<file path="config.mk">
export PLATFORM = sky130hd
export DESIGN_NAME = nota_player
export DESIGN_NICKNAME = d
export VERILOG_FILES = /design/src/rtl/tp_pkg.sv /design/src/rtl/nota_7seg.sv /design/src/rtl/nota_player.sv
export SDC_FILE = /design/constraint.sdc
export NUM_CORES = 1
export LEC_CHECK = 0
export ABC_AREA = 1
export CAP_MARGIN = 20
export CORE_MARGIN = 2
export CORE_UTILIZATION = 48
export DETAILED_ROUTE_END_ITERATION = 8
export PLACE_DENSITY_LB_ADDON = 0.05
export SLEW_MARGIN = 40
export SYNTH_ARGS = -nofsm -noshare
export SYNTH_HDL_FRONTEND = slang
export SYNTH_SLANG_ARGS = --single-unit
</file>
<file path="constraint.sdc">
create_clock -name clk -period 2.1 [get_ports clk]
set_input_delay 0.42 -clock clk [delete_from_list [all_inputs] [get_ports clk]]
set_output_delay 0.42 -clock clk [all_outputs]
set_load 0.02 [all_outputs]
</file>
<file path="src/rtl/tp_pkg.sv">
// Shared codes for the note bus: note and word-class encodings, player states,
// the melody ROM and the active-low 7-segment glyphs.
package tp_pkg;

    typedef enum logic [2:0] {
        NOTA_ERRO = 3'd0,
        NOTA_DO   = 3'd1,
        NOTA_RE   = 3'd2,
        NOTA_MI   = 3'd3,
        NOTA_FA   = 3'd4,
        NOTA_SOL  = 3'd5,
        NOTA_LA   = 3'd6,
        NOTA_SI   = 3'd7
    } nota_t;

    typedef enum logic [1:0] {
        TIPO_INVALIDO = 2'd0,
        TIPO_ADJ      = 2'd1,
        TIPO_COMP     = 2'd2,
        TIPO_ADV      = 2'd3
    } tipo_t;

    typedef enum logic [1:0] {
        ST_IDLE = 2'd0,
        ST_SEND = 2'd1,
        ST_GAP  = 2'd2,
        ST_DONE = 2'd3
    } state_t;

    localparam logic [2:0] LAST_IDX = 3'd4;

    // Segment order {g,f,e,d,c,b,a}, a segment is lit when its bit is 0.
    localparam logic [6:0] SEG_0 = 7'b1000000;
    localparam logic [6:0] SEG_1 = 7'b1111001;
    localparam logic [6:0] SEG_2 = 7'b0100100;
    localparam logic [6:0] SEG_3 = 7'b0110000;
    localparam logic [6:0] SEG_4 = 7'b0011001;
    localparam logic [6:0] SEG_5 = 7'b0010010;
    localparam logic [6:0] SEG_6 = 7'b0000010;
    localparam logic [6:0] SEG_7 = 7'b1111000;

    function automatic nota_t pattern(input logic [1:0] tipo, input logic [2:0] idx);
        pattern = NOTA_ERRO;
        case (tipo)
            TIPO_ADJ: case (idx)
                3'd0: pattern = NOTA_DO;
                3'd1: pattern = NOTA_RE;
                3'd2: pattern = NOTA_MI;
                3'd3: pattern = NOTA_FA;
                3'd4: pattern = NOTA_SOL;
                default: pattern = NOTA_ERRO;
            endcase
            TIPO_COMP: case (idx)
                3'd0: pattern = NOTA_DO;
                3'd1: pattern = NOTA_MI;
                3'd2: pattern = NOTA_SOL;
                3'd3: pattern = NOTA_LA;
                3'd4: pattern = NOTA_SI;
                default: pattern = NOTA_ERRO;
            endcase
            TIPO_ADV: case (idx)
                3'd0: pattern = NOTA_DO;
                3'd1: pattern = NOTA_FA;
                3'd2: pattern = NOTA_RE;
                3'd3: pattern = NOTA_LA;
                3'd4: pattern = NOTA_MI;
                default: pattern = NOTA_ERRO;
            endcase
            default: pattern = NOTA_ERRO;
        endcase
    endfunction

endpackage

</file>
<file path="src/rtl/nota_7seg.sv">
// Combinational note-code to active-low 7-segment decoder (digits 0..7).
module nota_7seg
    import tp_pkg::*;
(
    input  logic [2:0] nota,
    output logic [6:0] display
);

    always_comb begin
        display = SEG_0;
        case (nota)
            3'd0: display = SEG_0;
            3'd1: display = SEG_1;
            3'd2: display = SEG_2;
            3'd3: display = SEG_3;
            3'd4: display = SEG_4;
            3'd5: display = SEG_5;
            3'd6: display = SEG_6;
            3'd7: display = SEG_7;
            default: display = SEG_0;
        endcase
    end

endmodule

</file>
<file path="src/rtl/nota_player.sv">
// Melody transmitter: plays the fixed 5-note pattern of a word class on the
// nota/ok/tom bus, one ok strobe per note followed by NOTE_GAP idle cycles.
module nota_player
    import tp_pkg::*;
#(
    parameter int NOTE_GAP = 3
) (
    input  logic       clk,
    input  logic       reset,
    input  logic       start,
    input  logic [1:0] tipo_req,
    input  logic       tom_req,
    output logic       ok,
    output logic [2:0] nota,
    output logic       tom,
    output logic       busy,
    output logic       fim,
    output logic       erro,
    output logic [6:0] display
);

    // Gap counter loads NOTE_GAP-1 and counts down to 0, so it never wraps.
    localparam logic [3:0] GAP_LOAD = 4'(NOTE_GAP - 1);

    state_t     state, state_n;
    logic [2:0] idx, idx_n;
    logic [3:0] gap, gap_n;
    logic [1:0] tipo_q, tipo_n;
    logic       ok_n, tom_n, busy_n, fim_n, erro_n;
    logic [2:0] nota_n;
    logic [6:0] display_n;
    logic       last_note;

    assign last_note = (tipo_q == TIPO_INVALIDO) || (idx == LAST_IDX);

    always_comb begin
        state_n = state;
        idx_n   = idx;
        gap_n   = gap;
        tipo_n  = tipo_q;
        tom_n   = tom;
        nota_n  = nota;
        ok_n    = 1'b0;
        busy_n  = busy;
        fim_n   = 1'b0;
        erro_n  = erro;
        case (state)
            ST_IDLE: begin
                if (start) begin
                    state_n = ST_SEND;
                    tipo_n  = tipo_req;
                    tom_n   = tom_req;
                    idx_n   = 3'd0;
                    ok_n    = 1'b1;
                    nota_n  = pattern(tipo_req, 3'd0);
                    busy_n  = 1'b1;
                    erro_n  = 1'b0;
                end
            end
            ST_SEND: begin
                state_n = ST_GAP;
                gap_n   = GAP_LOAD;
            end
            ST_GAP: begin
                if (gap != 4'd0) begin
                    gap_n = gap - 4'd1;
                end else if (last_note) begin
                    state_n = ST_DONE;
                    fim_n   = 1'b1;
                    busy_n  = 1'b0;
                    erro_n  = (tipo_q == TIPO_INVALIDO);
                end else begin
                    state_n = ST_SEND;
                    idx_n   = idx + 3'd1;
                    ok_n    = 1'b1;
                    nota_n  = pattern(tipo_q, idx + 3'd1);
                end
            end
            ST_DONE: state_n = ST_IDLE;
            default: state_n = ST_IDLE;
        endcase
    end

    nota_7seg u_seg (
        .nota    (nota_n),
        .display (display_n)
    );

    // Every output is a flop fed from the next-state logic, so the display
    // always shows the glyph of the note currently on the bus.
    always_ff @(posedge clk or posedge reset) begin
        if (reset) begin
            state   <= ST_IDLE;
            idx     <= 3'd0;
            gap     <= 4'd0;
            tipo_q  <= 2'd0;
            ok      <= 1'b0;
            nota    <= 3'd0;
            tom     <= 1'b0;
            busy    <= 1'b0;
            fim     <= 1'b0;
            erro    <= 1'b0;
            display <= SEG_0;
        end else begin
            state   <= state_n;
            idx     <= idx_n;
            gap     <= gap_n;
            tipo_q  <= tipo_n;
            ok      <= ok_n;
            nota    <= nota_n;
            tom     <= tom_n;
            busy    <= busy_n;
            fim     <= fim_n;
            erro    <= erro_n;
            display <= display_n;
        end
    end

endmodule

</file>
### Word-level counts from Yosys, hierarchy flattened

Memories as Yosys holds them, arrays and structs flattened. A register that Yosys moved wholly into a read port is not among the register bits.
Index checks and enable logic that the tools add are counted.

| word-level totals | value |
|---|---|
| flip-flop bits (word level) | 19 |
| bits in read-only memories | 56 |
| input bits | 6 |
| word-level logic and storage cells | 79 |
| memories | 1 |

| operators by class | value |
|---|---|
| add/subtract/negate cells | 2 |
| eq/ne operators | 19 |
| muxes and demuxes | 34 |
| reductions and logical operators | 13 |

Memories:

| name | depth | width | read ports | clocked after Yosys merged registers in | wr ports | line | source |
|---|---|---|---|---|---|---|---|
| (name not given) | 8 | 7 | 1 | 1 | 0 | nota_7seg.sv:11 | `case (nota)` |

Operators by type and width:

| kind | count |
|---|---|
| $pmux 3 s5 | 3 |
| $mux 3 | 6 |
| $mux 1 | 13 |
| $eq 2x2->1 const B | 6 |
| $pmux 3 s2 | 2 |
| $ne 2x2->1 const B | 5 |
| $pmux 3 s3 | 1 |
| $pmux 2 s4 | 1 |
| $pmux 4 s2 | 1 |
| $reduce_and 4->1 | 2 |
| $eq 2x1->1 const B | 3 |
| $eq 3x2->1 const B | 2 |
| $eq 3x3->1 const B | 2 |
| $mux 2 | 3 |
| $pmux 1 s2 | 3 |
| $reduce_and 2->1 | 3 |
| $logic_not 2->1 | 2 |
| $mux 4 | 1 |
| $reduce_bool 2->1 | 2 |
| $reduce_bool 4->1 | 1 |
| $sub 4x1->4 const B | 1 |
| $add 3x1->3 const B | 1 |
| $eq 3x1->1 const B | 1 |
| $logic_not 3->1 | 1 |
| 2 further kinds | 2 |

### Logic depth before layout (Yosys ltp)

| depth | value |
|---|---|
| word-level depth | 7 |
| depth in mapped cells | 16 |
| mapped depth without buffers | 16 |

### Hierarchy

A second synthesis with hierarchy kept.

| second synthesis, totals | value |
|---|---|
| cells, all modules | 174 |
| area total of the unflattened synthesis | 1473.9 µm² |

Modules (own cells, without submodules):

| module | times used | cells an instance | area an instance (µm²) | sequential area each (µm²) |
|---|---|---|---|---|
| nota_player | 1 | 149 | 1316.3 | 651.9 |
| nota_7seg | 1 | 25 | 157.7 | 0.0 |

### Worst setup path before layout

OpenSTA, ideal clock, no wires.

| timing path | value |
|---|---|
| kind | reg-to-reg |
| start | register idx[0] |
| end | register display[3] |
| data arrival time | 1.993 ns |
| path slack | -0.014 ns |
| stages on the path, launching flop included | 13 |
| path through | dfrtp_1 -> ha_1 -> ha_1 -> inv_2 -> nand2_1 -> nand3_1 -> nand2_1 -> nand3_2 -> a21oi_4 -> inv_1 -> ha_1 -> nand2_1 -> o21ai_1 |

| between the ends | value |
|---|---|
| word-level cells in the longest chain between the ends | 7 |
| elaborated cells between the ends (all ways) | 15 |
| those cells by class | add/sub (1); eq/ne (5); mux (7); reduce/logical (2) |

Ends and longest elaborated chain:

| element | line | source |
|---|---|---|
| from (decl) | nota_player.sv:26 | `logic [2:0] idx, idx_n;` |
| from (signal assigned) | nota_player.sv:106 | `idx <= idx_n;` |
| $add 3x1->3 | nota_player.sv:76 | `nota_n = pattern(tipo_q, idx + 3'd1);` |
| $eq 3x3->1 (tied with other cells) | tp_pkg.sv:45, tp_pkg.sv:53, tp_pkg.sv:61 |  |
| $pmux 3 s5 (on tied branches) | tp_pkg.sv:61, tp_pkg.sv:45, tp_pkg.sv:53 |  |
| $pmux 3 s3 | tp_pkg.sv:44 | `case (tipo)` |
| $mux 3 (*) | nota_player.sv:67 | `end else if (last_note) begin` |
| $mux 3 (*) | nota_player.sv:65 | `if (gap != 4'd0) begin` |
| $pmux 3 s2 (*) | nota_player.sv:47 | `case (state)` |
| net nota_n[1] | nota_player.sv:30 | `logic [2:0] nota_n;` |
| to (decl) | nota_player.sv:19 | `output logic [6:0] display` |

Mark *: on every way through the listed nets, which the timed path passes. The rest lies on a longest branch.
A chain may end at the register's enable or synchronous reset.

### Worst setup path after layout

| timing path | value |
|---|---|
| start | register idx[1] |
| end | register display[5] |

The elaborated chain is that of the path after synthesis.

==> flow_summary.yaml <==
sta:
  drv_slew: 0
  hold_viol_final: 0
  max_freq_mhz: 495
  fin_skew_ns: 0.00826
  setup_viol: 0
  slew_headroom_pct: 73.0
  worstMarginPinSlew_ns: 0.401
  period_share_pct: 96.3
  period_needed_ns: 2.02
die:
  die_area_sq_um: 3520
  rows: 20
  start_util_pct: 49.3
  die_w_microns: 59.3
  boundaryPins: 21
  coreArea_sq_um: 2980
  die_h_microns: 59.3
power_and_ir_drop:
  power_frac_comb_pct: 62.0
  netSwitchingPower_uw: 1300
  switching_share_pct: 44.9
  p_leak_uw: 0.000945
  power.share.clock_pct: 8.7
  p_total_uw: 2890
  internal_power_uw: 1590
  power_density_nw_per_um2: 1450
  p_seq_share_pct: 29.3
  peakVddDrop_uv: 665
layout:
  multi_input_area_sq_um: 807
  final_nets: 234
  area_delta_synth_final_pct: 35.7
  drive_gt1_share_pct: 30.7
  diodes: 0
  fillCellCount: 237
  design_area_sq_um: 1990
  regArea_sq_um: 652
  final_util_pct: 66.9
routing:
  ant_nets: 0
  drt-initial-drc-count: 65
  wl_microns: 3150
  wl_per_cell_microns: 12.7
  vias: 1264
  via_per_inst: 5.10
  drt-pass1-iter-count: 4
  drc: 0
flow_run:
  cap_violations: 0
grt:
  grt.total_usage_pct: 19.1
  grt_pass1_vias: 1203
  overflow: 0
  grt_max_degree: 27
  grt_pass1_wl_microns: 5090
  antenna_found_initial: 0
worst_setup_path:
  max_stage_delay_ns: 0.42
  path_buf_inv: 4
  cp_common_cell: "nand2_2"
  worstSetupStartpointType: "flop"
  cp.required_ns: 2.32
  critPathSlowestCell: "dfrtp_1"
  crit_chain: "ha_2 -> ha_4 -> inv_6 -> nand2_4 -> nand2_2 -> nand2_1 -> nand2_1 -> inv_1 -> nand2_2 -> nand2_2 -> nand3_4 -> inv_4 -> buf_6 -> ha_2 -> o21ai_1"
  worstPathArrival_ns: 2.24
  r2r_slack_ns: 0.08
  critPathKind: "flop to flop"
  cp_top_family: "adder cells"
  end_kind: "flop"
  cp_max_fo: 6
clocking:
  clk_latency_ns: 0.32
  root_buffer: "clkbuf_4"
  cts_made_buffers: 3
  cts_tree: "yes"
  cts_buffer_depth: 2
  cts-hold-fix-buffers: 0
  cts.htree.levels: 1
  clkSinkCount: 26
  clk_pin_slew_worst_paths_ns: 0.14
yosys:
  synthCells: 175
  ys_ff_latch: 26
  yosys_warnings: 0
  synth_cell_type_count: 24
  syn_nets: 193
  synth-seq-area-share_pct: 44.4
  avgSynthCellArea_sq_um: 8.39
  synth_area_sq_um: 1470
placement:
  dp_hpwl_microns: 2360
  gp_congestion: 1.00
  io_buffers: 20
  placed_area_sq_um: 1800
status:
  status: "complete, no violations"
hold_path:
  min-delay-path-class: "input pin to async pin"
==> routing by layer <==
layer	global-route usage [%]	wire length [microns]
met5	0	0
met4	8.44	28
met2	29.7	1560
met3	2.18	73
met1	26.8	1480
==> cell usage in the layout (no fill, tap or decap), types with 3 or more instances in the layout <==
master and count:
nand2_1 38, dfrtp_1 25, inv_1 21, clkdlybuf4s50_1 20, buf_4 12, nor2_1 11
nand2_2 9, o21ai_0 8, inv_2 7, nand3_1 7, o21ai_1 6, nor2_2 5
a21oi_1 4, ha_4 4, ha_2 4, ha_1 4, buf_6 4, nand2_4 3
clkbuf_4 3
==> worst reg2reg max path: stages (launching register included) <==
cell     delay (ns)
dfrtp_1        0.42
ha_2           0.21
ha_4           0.29
inv_6          0.05
nand2_4        0.06
nand2_2        0.04
nand2_1        0.05
nand2_1        0.05
inv_1          0.06
nand2_2        0.05
nand2_2        0.07
nand3_4        0.12
inv_4          0.12
buf_6          0.10
ha_2           0.16
o21ai_1        0.06
==> stage by stage <==
stage	TNS, ns	hold WS (ns)	worst slack, ns	std cells
2_1_floorplan	0	0.459	0.0131	175
3_3_place_gp	0	0.484	0.0672	239
3_5_place_dp	-0.0211	0.505	-0.0211	239
4_1_cts	0	0.452	0.00795	243
5_1_grt	-0.131	0.466	-0.0494	248
6_report	0	0.444	0.0781	248
==> Yosys cell counts <==
master,number,share of area (%)
nand2_4,1,0.77
nand2_1,45,12
o22ai_1,2,0.85
a21oi_4,2,2.2
nand2_2,4,1.7
o2111ai_1,1,0.60
nor2_2,5,2.1
a21oi_1,4,1.4
nor3_1,1,0.34
mux2_2,1,0.77
nor2_4,2,1.5
o21ai_0,9,3.1
inv_1,24,6.1
nand3_1,8,2.7
dfstp_2,1,1.8
nand4_2,1,0.85
nand3_2,2,1.4
dfrtp_1,25,43
o21ai_1,6,2.0
a31oi_1,1,0.43
nor2_1,11,2.8
inv_2,6,1.5
a21oi_2,1,0.60
ha_1,12,10
==> sequential cells by signal, summed over array words and instances (netlist names) <==
register  flops
busy          1
display       7
erro          1
fim           1
gap           4
idx           3
nota          3
ok            1
state         2
tipo_q        2
tom           1
==> cell type report <==
cell class                 instances  share of cell area (%)
multi-input combinational        119                    40.5
sequential                        26                    32.7
timing repair buffer              36                    16.8
inverter                          30                    6.03
tap                               33                    2.07
clock buffer                       4                    1.82
==> what timing repair did <==
action                     in CTS  in global routing
setup endpoints to repair       1                  7
hold endpoints to repair        0                  0
pin swaps                       0                 11
buffers inserted                0                  5
resized for setup               2                 30
gates cloned                    0                  0
==> power groups by stage <==
stage                     clock network [uW]  registers [uW]  logic, uW
after floorplan                            0             983        829
after global placement                     0             847       1510
after detailed placement                   0             854       1540
after CTS                                265             844       1560
after global routing                     281             870       1990
final                                    251             846       1790
==> logic make-up after synthesis <==
| kind of cell | share of synthesized area (%) |
|---|---|
| muxes | 0.767 |
| AOI/OAI and AO/OA | 11.2 |
| DFF | 44.4 |
| adders and majority gates | 10.2 |
| buffers and inverters | 7.67 |
| and+or+nand+nor | 25.7 |
==> worst paths after layout <==
kind,cells past startpoint,end,from
max,15,display[5]$_DFF_PP0_,idx[1]$_DFFE_PP0P_
min,3,gap[0]$_DFFE_PP0P_,reset
max reg2reg,15,display[5]$_DFF_PP0_,idx[1]$_DFFE_PP0P_
min reg2reg,2,erro$_DFFE_PP0P_,erro$_DFFE_PP0P_
max in group asynchronous,3,display[6]$_DFF_PP1_,reset
min in group clk,2,erro$_DFFE_PP0P_,erro$_DFFE_PP0P_
Power figures use the tool's default switching activity.
